===== src/rtl/pipe_ctrl_ex.sv =====
// Purpose : OpenMIPS pipeline controller. Builds the stall vector from per-stage
//           stall requests. Turns MEM-stage exception codes into a flush pulse and
//           a redirect PC. A watchdog breaks stalls that never clear.
// Latency : stall and wdog_timeout are combinational from the inputs. flush,
//           new_pc and last_exc are registered and change one edge after accept.
// Backpressure: there is none upstream. Exception codes and stall requests that
//           arrive while a flush is in progress are dropped.
// Ports   : clk, rst (synchronous, active-high)
//           stallreq_i   - per-stage stall request; bit 0 is unused
//           excepttype_i - MEM-stage exception code; 0 means no exception
//           cp0_epc_i    - return address used for eret (code 0x0E)
//           new_pc       - redirect target; valid while flush=1, otherwise 0
//           flush        - flush all pipeline registers
//           stall        - stall vector; bit 0 is PC, bit i is the register after stage i
//           wdog_timeout - single-cycle pulse in the cycle the watchdog fires
//           last_exc     - code of the most recent accepted event (0x1F = watchdog)
module pipe_ctrl_ex #(
    parameter int            STAGES       = 6,
    parameter int            DW           = 32,
    parameter logic [DW-1:0] INT_VEC      = 'h0000_0020,
    parameter logic [DW-1:0] EXC_VEC      = 'h0000_0040,
    parameter int            FLUSH_CYCLES = 1,
    parameter int            WDOG_LIMIT   = 1024
) (
    input  logic              clk,
    input  logic              rst,
    input  logic [STAGES-1:0] stallreq_i,
    input  logic [31:0]       excepttype_i,
    input  logic [DW-1:0]     cp0_epc_i,
    output logic [DW-1:0]     new_pc,
    output logic              flush,
    output logic [STAGES-1:0] stall,
    output logic              wdog_timeout,
    output logic [31:0]       last_exc
);

    localparam int FCW = (FLUSH_CYCLES > 1) ? $clog2(FLUSH_CYCLES) : 1;
    localparam int WCW = $clog2(WDOG_LIMIT);
    localparam logic [FCW-1:0] FC_LOAD   = FCW'(FLUSH_CYCLES - 1);
    localparam logic [WCW-1:0] WD_MAX    = WCW'(WDOG_LIMIT - 1);
    localparam logic [31:0]    WDOG_CODE = 32'h0000_001F;

    typedef enum logic {IDLE, FLUSH} state_t;

    state_t          state_q, state_d;
    logic [FCW-1:0]  fcnt_q, fcnt_d;
    logic [WCW-1:0]  wcnt_q, wcnt_d;
    logic [DW-1:0]   new_pc_q, new_pc_d;
    logic            flush_q, flush_d;
    logic [31:0]     last_q, last_d;

    logic [STAGES-1:0] req_eff;
    logic [STAGES-1:0] stall_raw;
    logic              exc_pending;
    logic              idle_ok;
    logic              wdog_hit;
    logic [DW-1:0]     exc_target;

    // A stall request at stage k freezes every register upstream of it. The
    // result is a suffix-OR of the requests. An IF request (bit 1) is widened
    // to bit 2, so it holds ID/EX as well, the same way an ID request does.
    // Bit 0 of the request vector has no meaning and is cleared.
    always_comb begin
        req_eff    = stallreq_i;
        req_eff[0] = 1'b0;
        req_eff[2] = stallreq_i[2] | stallreq_i[1];
        stall_raw  = '0;
        stall_raw[STAGES-1] = req_eff[STAGES-1];
        for (int j = STAGES - 2; j >= 0; j--) begin
            stall_raw[j] = stall_raw[j+1] | req_eff[j];
        end
    end

    assign exc_pending = (excepttype_i != 32'd0);
    // Stall is only honoured in IDLE when no exception is pending. Reset and
    // flush both override it.
    assign idle_ok     = !rst && (state_q == IDLE) && !exc_pending;
    assign stall       = idle_ok ? stall_raw : '0;
    assign wdog_hit    = idle_ok && (|stall_raw) && (wcnt_q == WD_MAX);
    assign wdog_timeout = wdog_hit;

    always_comb begin
        exc_target = EXC_VEC;
        case (excepttype_i)
            32'h0000_000F: exc_target = INT_VEC;
            32'h0000_000E: exc_target = cp0_epc_i;
            32'h0000_0001, 32'h0000_0002, 32'h0000_0003, 32'h0000_0004,
            32'h0000_0005, 32'h0000_0008, 32'h0000_000A, 32'h0000_000B,
            32'h0000_0017: exc_target = EXC_VEC;
            default:       exc_target = EXC_VEC;
        endcase
    end

    always_comb begin
        state_d  = state_q;
        fcnt_d   = fcnt_q;
        wcnt_d   = wcnt_q;
        new_pc_d = new_pc_q;
        flush_d  = flush_q;
        last_d   = last_q;
        case (state_q)
            IDLE: begin
                if (exc_pending || wdog_hit) begin
                    state_d  = FLUSH;
                    flush_d  = 1'b1;
                    fcnt_d   = FC_LOAD;
                    wcnt_d   = '0;
                    new_pc_d = exc_pending ? exc_target : EXC_VEC;
                    last_d   = exc_pending ? excepttype_i : WDOG_CODE;
                end else if (|stall_raw) begin
                    if (wcnt_q != WD_MAX) begin
                        wcnt_d = wcnt_q + 1'b1;
                    end
                end else begin
                    wcnt_d = '0;
                end
            end
            FLUSH: begin
                // The stall output is 0 during a flush, so the watchdog stays cleared.
                wcnt_d = '0;
                if (fcnt_q == '0) begin
                    state_d  = IDLE;
                    flush_d  = 1'b0;
                    new_pc_d = '0;
                end else begin
                    fcnt_d = fcnt_q - 1'b1;
                end
            end
            default: state_d = IDLE;
        endcase
    end

    always_ff @(posedge clk) begin
        if (rst) begin
            state_q  <= IDLE;
            fcnt_q   <= '0;
            wcnt_q   <= '0;
            new_pc_q <= '0;
            flush_q  <= 1'b0;
            last_q   <= '0;
        end else begin
            state_q  <= state_d;
            fcnt_q   <= fcnt_d;
            wcnt_q   <= wcnt_d;
            new_pc_q <= new_pc_d;
            flush_q  <= flush_d;
            last_q   <= last_d;
        end
    end

    assign new_pc   = new_pc_q;
    assign flush    = flush_q;
    assign last_exc = last_q;

endmodule


===== config.mk =====
export PLATFORM = sky130hd
export DESIGN_NAME = pipe_ctrl_ex
export DESIGN_NICKNAME = d
export VERILOG_FILES = /design/src/rtl/pipe_ctrl_ex.sv
export SDC_FILE = /design/constraint.sdc
export NUM_CORES = 1
export LEC_CHECK = 0
export ABC_CLOCK_PERIOD_IN_PS = 2200
export BUFFER_PORTS_ARGS = -buffer_cell sky130_fd_sc_hd__buf_2
export CAP_MARGIN = 20
export CORE_MARGIN = 3
export CORE_UTILIZATION = 35
export CTS_CLUSTER_SIZE = 20
export DETAILED_ROUTE_END_ITERATION = 7
export PLACE_DENSITY_LB_ADDON = 0.15
export SLEW_MARGIN = 10
export SYNTH_ARGS = -nofsm -noshare
export SYNTH_HDL_FRONTEND = slang
export SYNTH_SLANG_ARGS = --single-unit
export TNS_END_PERCENT = 20

===== constraint.sdc =====
create_clock -name clk -period 2.2 [get_ports clk]
set_input_delay 0.11 -clock clk [delete_from_list [all_inputs] [get_ports clk]]
set_output_delay 0.11 -clock clk [all_outputs]
set_load 0.05 [all_outputs]

== Yosys cells after proc, flatten, opt, wreduce, memory -nomap -nowiden ==
Cells that the tools add are included.
W data, S select, Z words.

* Add/sub/neg operators: 2
* Equal/unequal tests: 7
* Multiplexer cells: 20
* Bitwise operators: 6
* Reduce and logical (&&, ||, !) cells: 11

{| class="wikitable"
|+ Operator list
! cell !! count
|-
| $mux W32 || 4
|-
| $pmux W32 S2 || 2
|-
| $eq A32 B4 Y1 const B || 2
|-
| $reduce_bool A32 Y1 || 1
|-
| $mux W10 || 3
|-
| $pmux W10 S2 || 1
|-
| $add A10 B1 Y10 const B || 1
|-
| $eq A10 B10 Y1 const B || 1
|-
| $ne A10 B10 Y1 const B || 1
|-
| $mux W1 || 6
|-
| $mux W6 || 1
|-
| $pmux W1 S2 || 3
|-
| $or A1 B1 Y1 || 5
|-
| $reduce_or A5 Y1 || 1
|-
| $logic_and A1 B1 Y1 || 4
|-
| $ne A4 B2 Y1 const B || 1
|-
| $reduce_and A2 Y1 || 2
|-
| $logic_not A1 Y1 || 2
|-
| $ne A2 B1 Y1 const B || 1
|-
| $ne A2 B2 Y1 const B || 1
|-
| $logic_or A1 B1 Y1 || 1
|-
| $not A1 Y1 || 1
|-
| $sub A1 B1 Y1 const B || 1
|}

* Bits in registers: 77
* Bits of input ports: 72
* Output and inout bits: 72
* Word-level logic and storage cells: 52

== Longest topological paths before layout ==
Gate-level depths: netlist of the first run.

* Word-level depth: 10
* Gate-level depth with buffers: 6
* Mapped depth without buffers: 5

== Worst setup path before layout of the first run ==
No wires, ideal clock.

* Path kind: input to output
* Start point: in excepttype_i[26]
* End point: out stall[1]
* Arrival: 1.946 ns
* Data required time: 2.090 ns
* Setup slack: 0.144 ns
* Stages: 6
* Buffers on the path: 2
* Cell sequence: nor4_4 nand4_4 or4_1 buf_4 inv_1 buf_4

* Longest elaborated chain between the ends: 4

{| class="wikitable"
|+ RTL lines
! element !! line !! text
|-
| start, declared || 28 || <nowiki>input logic [31:0] excepttype_i,</nowiki>
|-
| $reduce_bool A32 Y1 || 74 || <nowiki>assign exc_pending = (excepttype_i != 32'd0);</nowiki>
|-
| $logic_not A1 Y1 || 77 || <nowiki>assign idle_ok = !rst && (state_q == IDLE) && !exc_pending;</nowiki>
|-
| $logic_and A1 B1 Y1 || 77 ||
|-
| $mux W6 || 78 || <nowiki>assign stall = idle_ok ? stall_raw : '0;</nowiki>
|-
| end, declared || 32 || <nowiki>output logic [STAGES-1:0] stall,</nowiki>
|}

Every way passes these cells.

== Worst setup path in the final report of the first run ==
* Start point: reg state_q
* End point: out stall[2]

* Longest elaborated chain between the ends: 4

{| class="wikitable"
|+ RTL lines
! element !! line !! text
|-
| start, declared || 45 || <nowiki>state_t state_q, state_d;</nowiki>
|-
| start signal, assigned || 142 || <nowiki>state_q <= state_d;</nowiki>
|-
| $not A1 Y1 || - ||
|-
| $logic_and A1 B1 Y1 (2 in a row) || 77 ||
|-
| $mux W6 || 78 ||
|}

Every way passes these cells.

==> results.md, run 1 <==
* Status: completed
* Clk_skew at 0.01285 ns
* Avg Synthesized Cell Area at 12.29 sq um
* Net Count, Synth at 308
* Hold Crit Class: in -> reg
* Ys flop type: dfxtp_1
* Yosys top cell by area: dfxtp_1
* Period utilization at 92.89%
* Max incr delay on CP at 0.57 ns
* Seq cells post-synth at 76
* Drt wl/cell at 16.08 um
* CTS tree: yes
* Final hold slack at ~0.020 ns
* Max-cap violations at 0
* Worst skew pair latency at about 0.35 ns
* Effective utilization at floorplan at 36.80%
* Chip width at 96.84 um
* Share of the synthesized area in the top cell type at 52.69%
* Gpl congestion at 0.7886
* Type of origin of the critical path: register
* RSZ-0062 raised after global routing: no
* Peak VDD IR at 380.9 uV
* Boundary Pins at 144
* Worst EP arrival at 1.93 ns
* Crit path top cell by count: inv_1
* Tot GR Track Use at approximately 18%
* Mapped cell area at 0.002888 sq mm
* Crit path time final at 2.044 ns
* CTS Buf Count at 9
* Slew Limit Headroom at 53.40%
* Initial antenna violation count at 0
* Critical-path top delay cell: or4_1
* Via Count at between 2k and 3k
* CP Capture Type: primary output
* DR pass1 iterations at 5
* Asr flop ratio synth at 0%
* EDFF count, synth at 0
* DRT antenna net count at 0
* Post-synthesis sequential area ratio at 52.69%
* FF-to-FF Start: wcnt_q[0]
* Site Rows at 32
* Die Footprint at between 0.009 and 0.01 sq mm
* Root buffer selected by CTS: clkbuf_8
* Drt total wl at between 8 and 9 mm
* Netlist cell types at 37
* Port-buffer cells at roughly 140
* Crit Path Category: reg -> out
* Gate Count Post-Synth at 235
* Post-route DRC at 0
* H-tree Lvls at 3
* Clock tree buffer depth at 2
* Commonest non-fill, non-tap cell in the layout: buf_2
* Area contributors post-synth: dfxtp_1 53%, a32o_1 9.7%, a22o_1 9.4%, nor4_4 5.2%, nor3_2 2.1%
* Vias in the first global route at about 2.7k
* Share of layout cells above drive strength 1 at between 40 and 50%
* ANT cells at 0
* Initial DRC Count at 113
* Hold path start: excepttype_i[17]
* Worst-Margin Slew at 0.6991 ns
* Yosys warns at 0
* Via density per instance at roughly 5.2
* # nets final at approximately 500
* Worst-path clk slew at 0.08 ns
* Most frequent cells in the layout: 139 x buf_2, 76 x dfxtp_1, 31 x a22o_1
* Pwr Total at 0.003039 W
* CTS Sinks at 76
* Final setup viols at 0
* Die Ht at 96.84 um
* WP data required at 2.09 ns
* CP max FO at 5
* GRT overflow at 0
* Final hold viol count at 0
* Worst setup path start: state_q
* Dpl hpwl at 5.716 mm
* Cells along the critical path: inv_1, nand2_2, or4_1, inv_1, buf_2
* Leakage power at 1.927 nW
* Largest net degree at the start of global routing at 33
* Wire length of the first global-routing pass at between 10 and 15 mm
* PwrDens at 707.3 mW/mm^2
* Synthesis-to-finish area growth at 48.79%
* Pins Over Slew Limit at 0
* Max Freq at 489.4 MHz
* Core ar. at 0.007848 sq mm
==> layout make-up <==
cell class | count | area [sq um]
Clock buffer | 10 | 127.6
Clock inverter | 6 | 87.58
Fill cell | 698 | 3551
Inverter | 6 | 22.52
Multi-Input combinational cell | 138 | 1296
Sequential cell | 76 | 1521
Tap cell | 102 | 127.6
Timing Repair Buffer | 183 | 1114
==> per-layer routing <==
| layer | global-route usage (%) | vias up | part of all wire (%) |
|---|---|---|---|
| met1 | 21.85 | 1286 | 44 |
| met2 | 28.29 | 114 | 46 |
| met3 | 6.994 | 12 | 8.0 |
| met4 | 5.076 | 0 | 1.7 |
| li1 | - | 1304 | - |
| met5 | 0 | - | 0 |
==> critical path: cells and delay by family (launching register included) <==
| kind | cells | cell delay, ns |
|---|---|---|
| AND/OR/NAND/NOR | 2 | 0.73 |
| buffers and inverters | 3 | 0.53 |
| flip-flops | 1 | 0.33 |
==> Yosys cell counts, types with 5 or more instances <==
| master | instances |
|---|---|
| a32o_1 | 28 |
| buf_2 | 6 |
| a22o_1 | 31 |
| nor2_1 | 9 |
| clkbuf_1 | 6 |
| inv_1 | 6 |
| o221a_2 | 5 |
| nor4_1 | 5 |
| dfxtp_1 | 76 |
| nand2_1 | 6 |
| nand3_1 | 5 |
| nor4_4 | 7 |
| nor3_2 | 6 |
==> flip-flops by register name, summed over array words and instances, names as in the netlist <==
name,count
wcnt_q,10
flush,1
last_exc,32
state_q,1
new_pc,32
==> power by group <==
group / total [W] / leakage (nW) / switching [W] / internal, W
clock: 0.00115 / 0.111 / 0.000506 / 0.000641
combinational: 0.000448 / 1.20 / 0.000288 / 0.000160
sequential: 0.00144 / 0.621 / 0.0000236 / 0.00142
==> worst paths after layout <==
kind | endpoint | slack [ns] | cells after the start
setup / recovery | stall[2] | 0.16 | 5
hold reg to reg | wcnt_q[0] | 0.46 | 1
setup reg to reg | new_pc[1] | 0.20 | 7
hold / removal | last_exc[17] | 0.02 | 2
==> kinds of logic after synthesis <==
family | Yosys count | share of synthesized area, %
xor+xnor | 8 | 2.426
simple gates | 56 | 16.90
compound gates | 72 | 23.66
flops | 76 | 52.69
fa+ha+maj | 1 | 0.4332
buf+inv | 22 | 3.899
==> repair_timing <==
action                     4_1_cts  5_1_grt
gates cloned                     1        0
hold buffers                    30        0
buffers inserted                 0        0
gates resized for setup          1        4
hold endpoints to repair        30        0
pin swaps                        1        0
setup endpoints to repair       27        4
==> per-stage QoR <==
| step | util [%] | cells | cell area, sq um | setup TNS, ns | setup slack [ns] |
|---|---|---|---|---|---|
| 2_1_floorplan | - | 235 | 2888 | 0 | 0.1436 |
| 3_3_place_gp | 47.78 | 474 | 3750 | 0 | 0.02455 |
| 3_5_place_dp | 47.78 | 474 | 3750 | -0.04357 | -0.01546 |
| 4_1_cts | 54.62 | 521 | 4287 | 0 | 0.03886 |
| 5_1_grt | 54.75 | 521 | 4297 | 0 | 0.01226 |
| 6_report | 54.75 | 521 | 4297 | 0 | 0.1565 |
Power figures use the tool's default switching activity.
==> run 2: changes to the inputs <==
Settings changed: RECOVER_POWER set to 100.
==> run 2 against run 1 <==
Cell area decreased by 3.1%. First-iteration DRC count increased by 2.7%. Routed wire length increased by 0.32%. Critical path type unchanged. Combinational power decreased by 3%. Global-route usage unchanged. Highest routed layer unchanged.
==> results.md, run 2 (same netlist as run 1, synthesis figures left out) <==
* CP delay by family, top: simple AND/OR/NAND/NOR gates
* Post-Route Utilization at 53.06% (-1.7 points)
* GRT overflow at 0 (unchanged)
* # fillers at 751 (+7.6%)
* Gpl congestion at 0.7886 (unchanged)
* Initial antenna violation count at 0 (unchanged)
* Max Freq at 484.8 MHz (-0.92%)
* Core ar. at 0.007848 sq mm (unchanged)
* Vias in the first global route at 2,696 (unchanged)
* Via Count at 2,707 (-0.33%)
* Max incr delay on CP at 0.56 ns (about the same)
* Crit Path Category: reg -> out
* Storage element area at 0.001521 sq mm (unchanged)
* Crit path top cell by count: inv_1
* Final setup viols at 0 (unchanged)
* Largest net degree at the start of global routing at 33 (unchanged)
* Site Rows at 32 (unchanged)
* H-tree Lvls at 3 (unchanged)
* Cells along the critical path: inv_1, nand2_2, or4_1, inv_1, clkbuf_2
* Die Ht at 96.84 um (unchanged)
* RSZ-0062 raised after global routing: no
* Post-route DRC at 0 (unchanged)
* Effective utilization at floorplan at 36.80% (unchanged)
* Leakage power at 1.643 nW (-15%)
* Worst skew pair latency at 0.35 ns (about the same)
* Worst EP arrival at 1.95 ns (+0.02 ns)
* # nets final at 487 (unchanged)
* Worst reg2reg setup slack at 0.17 ns (-0.03 ns)
* Setup WS pre-CTS at -0.01546 ns (unchanged)
* Period utilization at 93.75% (+0.86 points)
* Most frequent cells in the layout: 76 x dfxtp_1, 71 x clkbuf_1, 70 x buf_2
* ANT cells at 0 (unchanged)
* TNS Setup at 0 ns (unchanged)
* Peak VDD IR at 381.4 uV (+0.12%)
* Max-cap violations at 0 (unchanged)
* Commonest non-fill, non-tap cell in the layout: dfxtp_1
* PwrDens at 726.7 mW/mm^2 (+2.8%)
* WHS Endpoint: last_exc[17]
* Share of layout cells above drive strength 1 at 29.59% (-18 points)
* CP Capture Type: primary output
* Hold Crit Class: in -> reg
* Worst-Margin Slew at 0.6922 ns (-0.006898 ns)
* R2r endpoint: new_pc[1]
* Chip width at 96.84 um (unchanged)
* Initial DRC Count at 116 (+2.7%)
* Worst-case reg-to-reg path depth at 7 (unchanged)
* Dpl hpwl at 5.716 mm (unchanged)
* Type of origin of the critical path: register
* Worst-path clk slew at 0.08 ns (about the same)
* Drt wl/cell at 16.13 um (+0.32%)
* Post-place instance area at 0.003750 sq mm (unchanged)
* Wire length of the first global-routing pass at 13.50 mm (unchanged)
* Multi-input gate area at 0.001261 sq mm (-2.7%)
* WP data required at 2.09 ns (about the same)
* Status: completed
* Final hold viol count at 0 (unchanged)
* Min setup slack post-route at 0.1375 ns (-0.01900 ns)
* CP bufs+invs at 3 (unchanged)
* FF-to-FF Start: wcnt_q[0]
* Hold path start: excepttype_i[17]
* CTS tree: yes
* Clock tree buffer depth at 2 (unchanged)
* Critical-path top delay cell: or4_1
* Slew Limit Headroom at 53.85% (+0.46 points)
* Worst Hold Depth at 2 (unchanged)
* Root buffer selected by CTS: clkbuf_8
* Crit path time final at 2.063 ns (+0.01900 ns)
* Die Footprint at 0.009377 sq mm (unchanged)
* DR pass1 iterations at 4 (-1)
* CTS Buf Count at 9 (unchanged)
* Synthesis-to-finish area growth at 44.19%
* Clk_skew at 0.01446 ns (+0.001612 ns)
* Port-buffer cells at 142 (unchanged)
* Pins Over Slew Limit at 0 (unchanged)
* Drt total wl at 8.405 mm (+0.32%)
* Boundary Pins at 144 (unchanged)
* CTS Sinks at 76 (unchanged)
* Final instance area at 0.004164 sq mm (-3.1%)
* DRT antenna net count at 0 (unchanged)
* Via density per instance at 5.196 (-0.33%)
* Tot GR Track Use at 17.62% (unchanged)
* CP max FO at 5 (unchanged)
==> run 2: changes by cell type in the layout (fill, tap and decap cells not counted), sizes merged <==
| cell | previous run | this run |
|---|---|---|
| buf | 150 | 79 |
| clkbuf | 13 | 84 |
==> run 2: worst max-delay path by stage <==
stage	to	depth (start not counted)	start	slack, ns
floorplan	stall[1]	6	excepttype_i[26]	0.14
global placement	last_exc[9]	5	wcnt_q[0]	0.02
detailed placement	last_exc[25]	5	wcnt_q[0]	-0.02
CTS	stall[0]	5	state_q	0.04
global route	new_pc[1]	7	wcnt_q[0]	0.007
finish	stall[0]	5	state_q	0.14
==> run 2: worst register-to-register path, cell delays in order, from the launching register on <==
cell and delay (ns):
dfxtp_1 0.33, ha_1 0.23, and4_1 0.22, o2111a_1 0.23, buf_4 0.19, nor4_1 0.18, buf_4 0.38, a22o_1 0.23
==> run 2: timing repair <==
| item | in CTS | in global routing |
|---|---|---|
| gates cloned | 1 | 0 |
| endpoints found under the setup margin | 27 | 4 |
| pin swaps | 1 | 0 |
| buffers inserted | 0 | 0 |
| hold buffers | 30 | 0 |
| hold endpoints to repair | 30 | 0 |
| gates resized for setup | 1 | 4 |
==> run 2: final cells by class <==
type | count | area share [%]
flip-flops and latches | 76 | 36.54
multi-input cells | 138 | 30.29
repair buffers | 183 | 24.40
clock buffers | 10 | 3.065
well taps | 102 | 3.065
clock inverters | 6 | 2.103
inverters | 6 | 0.5409
==> run 2: layer usage <==
metal | vias to the layer above | wire (um) | track usage, %
met5 | - | 0 | 0
met3 | 12 | 602 | 6.994
li1 | 1303 | - | -
met4 | 0 | 145 | 5.076
met2 | 113 | 3890 | 28.29
met1 | 1279 | 3766 | 21.85
==> run 2: power breakdown <==
| part | total [W] | switching, W | internal, W | leakage [nW] |
|---|---|---|---|---|
| combinational | 0.000434 | 0.000287 | 0.000147 | 0.911 |
| clock | 0.00115 | 0.000505 | 0.000641 | 0.111 |
| sequential | 0.00145 | 0.0000248 | 0.00142 | 0.621 |
| total | 0.00303 | 0.000817 | 0.00221 | 1.64 |
==> run 2: stage by stage <==
step,power (W),hold slack (ns),instances
final,0.003026,0.01748,521
after global routing,0.003147,0.001809,521
after CTS,0.003084,0.002798,521
after detailed placement,0.001877,0.3246,474
after global placement,0.001872,0.3207,474
after floorplan,0.001720,0.2355,235
==> run 3: changes to the inputs <==
Settings changed: PLACE_DENSITY set to 0.72, PLACE_DENSITY_LB_ADDON 0.15 to not set.
==> run 3 against run 2 <==
Largest cell class unchanged. Cell area up 0.48%. Critical path type is now reg -> reg. Combinational power down 1%. Worst hold slack better by 0.0099 ns. Maximum frequency down 0.92%. Sequential cell count unchanged. Critical path depth unchanged. Non-clock buffer count unchanged. Clock skew down 0.0057 ns. Largest power group unchanged. Global-route usage down 0.39 points. Sequential power about the same. Setup slack worse by 0.019 ns. Clock-buffer cell count unchanged.
==> results.md, run 3 (same netlist as run 1, synthesis figures left out) <==
* CP max FO at 27 (+22)
* Hold Crit Class: in -> reg
* Worst setup path start: wcnt_q[0]
* Worst-path clk slew at 0.08 ns (about the same)
* Slew Limit Headroom at 26.96% (-27 points)
* DR pass1 iterations at 4 (unchanged)
* Post-Route Utilization at 53.32% (+0.26 points)
* Worst EP arrival at 2.36 ns (+0.41 ns)
* Max-cap violations at 0 (unchanged)
* Tot GR Track Use at 17.22% (-0.39 points)
* Drt total wl at 8.270 mm (-1.6%)
* Max Freq at 480.4 MHz (-0.92%)
* Leakage power at 1.641 nW (-0.11%)
* Gpl congestion at 0.8315 (+5.4%)
* Crit Path Category: reg -> reg
* Via Count at 2,700 (-0.26%)
* Crit path time final at 2.082 ns (+0.01907 ns)
* Die Ht at 96.84 um (unchanged)
* Synthesis-to-finish area growth at 44.89%
* Share of layout cells above drive strength 1 at 30.62% (+1.0 points)
* Root buffer selected by CTS: clkbuf_8
* Vias in the first global route at 2,776 (+3.0%)
* Chip width at 96.84 um (unchanged)
* Peak VDD IR at 555.6 uV (+46%)
* Status: completed
* Pins Over Slew Limit at 0 (unchanged)
* CTS Buf Count at 9 (unchanged)
* PwrDens at 751.0 mW/mm^2 (+3.3%)
* Port-buffer cells at 142 (unchanged)
* Hold path start: excepttype_i[13]
* # nets final at 486 (-0.21%)
* RSZ-0062 raised after global routing: no
* Die Footprint at 0.009377 sq mm (unchanged)
* WP data required at 2.47 ns (+0.38 ns)
* Initial antenna violation count at 0 (unchanged)
* CTS Sinks at 76 (unchanged)
* Dpl hpwl at 5.703 mm (-0.21%)
* Site Rows at 32 (unchanged)
* FF-to-FF Start: wcnt_q[0]
* Post-route DRC at 0 (unchanged)
* Final setup viols at 0 (unchanged)
* Worst skew pair latency at 0.34 ns (about the same)
* Period utilization at 94.62% (+0.87 points)
* Drt wl/cell at 15.90 um (-1.4%)
* ANT cells at 0 (unchanged)
* H-tree Lvls at 3 (unchanged)
* Boundary Pins at 144 (unchanged)
* Largest net degree at the start of global routing at 33 (unchanged)
* CTS tree: yes
* Worst-Margin Slew at 1.096 ns (+0.4035 ns)
* Wire length of the first global-routing pass at 13.39 mm (-0.77%)
* Commonest non-fill, non-tap cell in the layout: dfxtp_1
* CP Capture Type: register
* Clock tree buffer depth at 2 (unchanged)
* DRT antenna net count at 0 (unchanged)
* Effective utilization at floorplan at 36.80% (unchanged)
* Initial DRC Count at 80 (-31%)
* GRT overflow at 0 (unchanged)
* Final hold slack at 0.02741 ns (+0.009930 ns)
* Post-place instance area at 0.003737 sq mm (-0.33%)
* Via density per instance at 5.192 (about the same)
* Core ar. at 0.007848 sq mm (unchanged)
* Final hold viol count at 0 (unchanged)
* Most frequent cells in the layout: 75 x dfxtp_1, 70 x buf_2, 69 x clkbuf_1
* Type of origin of the critical path: register
* Post-CTS setup buffer count at 0 (unchanged)
* Final instance area at 0.004184 sq mm (+0.48%)
* Clk_skew at 0.008766 ns (-0.005695 ns)
[run 3: path summary, 6_finish.rpt]
check,end,slack [ns],cells after the start
min,last_exc[13],0.03,2
max,last_exc[28],0.12,5
min reg2reg,wcnt_q[0],0.46,1
max reg2reg,last_exc[28],0.12,5
[run 3: critical path, stage by stage (launching register included)]
cell and delay (ns):
dfxtp_2 0.34, ha_4 0.17, and4_1 0.21, o2111a_2 0.15, o31ai_4 0.87, a32o_1 0.28
[run 3: where the power goes]
group	switching [W]	internal [W]
combinational	0.000283	0.000145
sequential	0.0000257	0.00142
clock	0.000511	0.000756
[run 3: layout make-up]
type	instances	area (sq um)
Tap cell	102	127.6
Multi-Input combinational cell	137	1266
Inverter	6	22.52
Clock buffer	10	127.6
Fill cell	742	3664
Sequential cell	76	1523
Timing Repair Buffer	183	1006
Clock inverter	6	111.4
[run 3: repair_timing]
| action | in CTS | in global routing |
|---|---|---|
| endpoints found under the hold margin | 30 | 0 |
| resized for setup | 1 | 4 |
| setup endpoints to repair | 5 | 28 |
| pin swaps | 0 | 2 |
| hold buffers | 30 | 0 |
[run 3: per-layer routing]
layer  track usage, %  up-vias  part of all wire (%)
met3            6.994       18                   8.7
met2            28.40      133                    47
met5                0        -                     0
met4            7.451        0                   2.4
met1            19.62     1256                    42
li1                 -     1293                     -
[run 3: per-stage QoR]
step	cells	setup TNS [ns]	worst slack, ns	power (W)
4_1_cts	520	-0.003385	-0.001690	0.003199
5_1_grt	520	0	0.01391	0.003259
3_3_place_gp	474	0	0.07248	0.001867
6_report	520	0	0.1184	0.003142
3_5_place_dp	474	0	0.02738	0.001875
2_1_floorplan	235	0	0.1436	0.001720
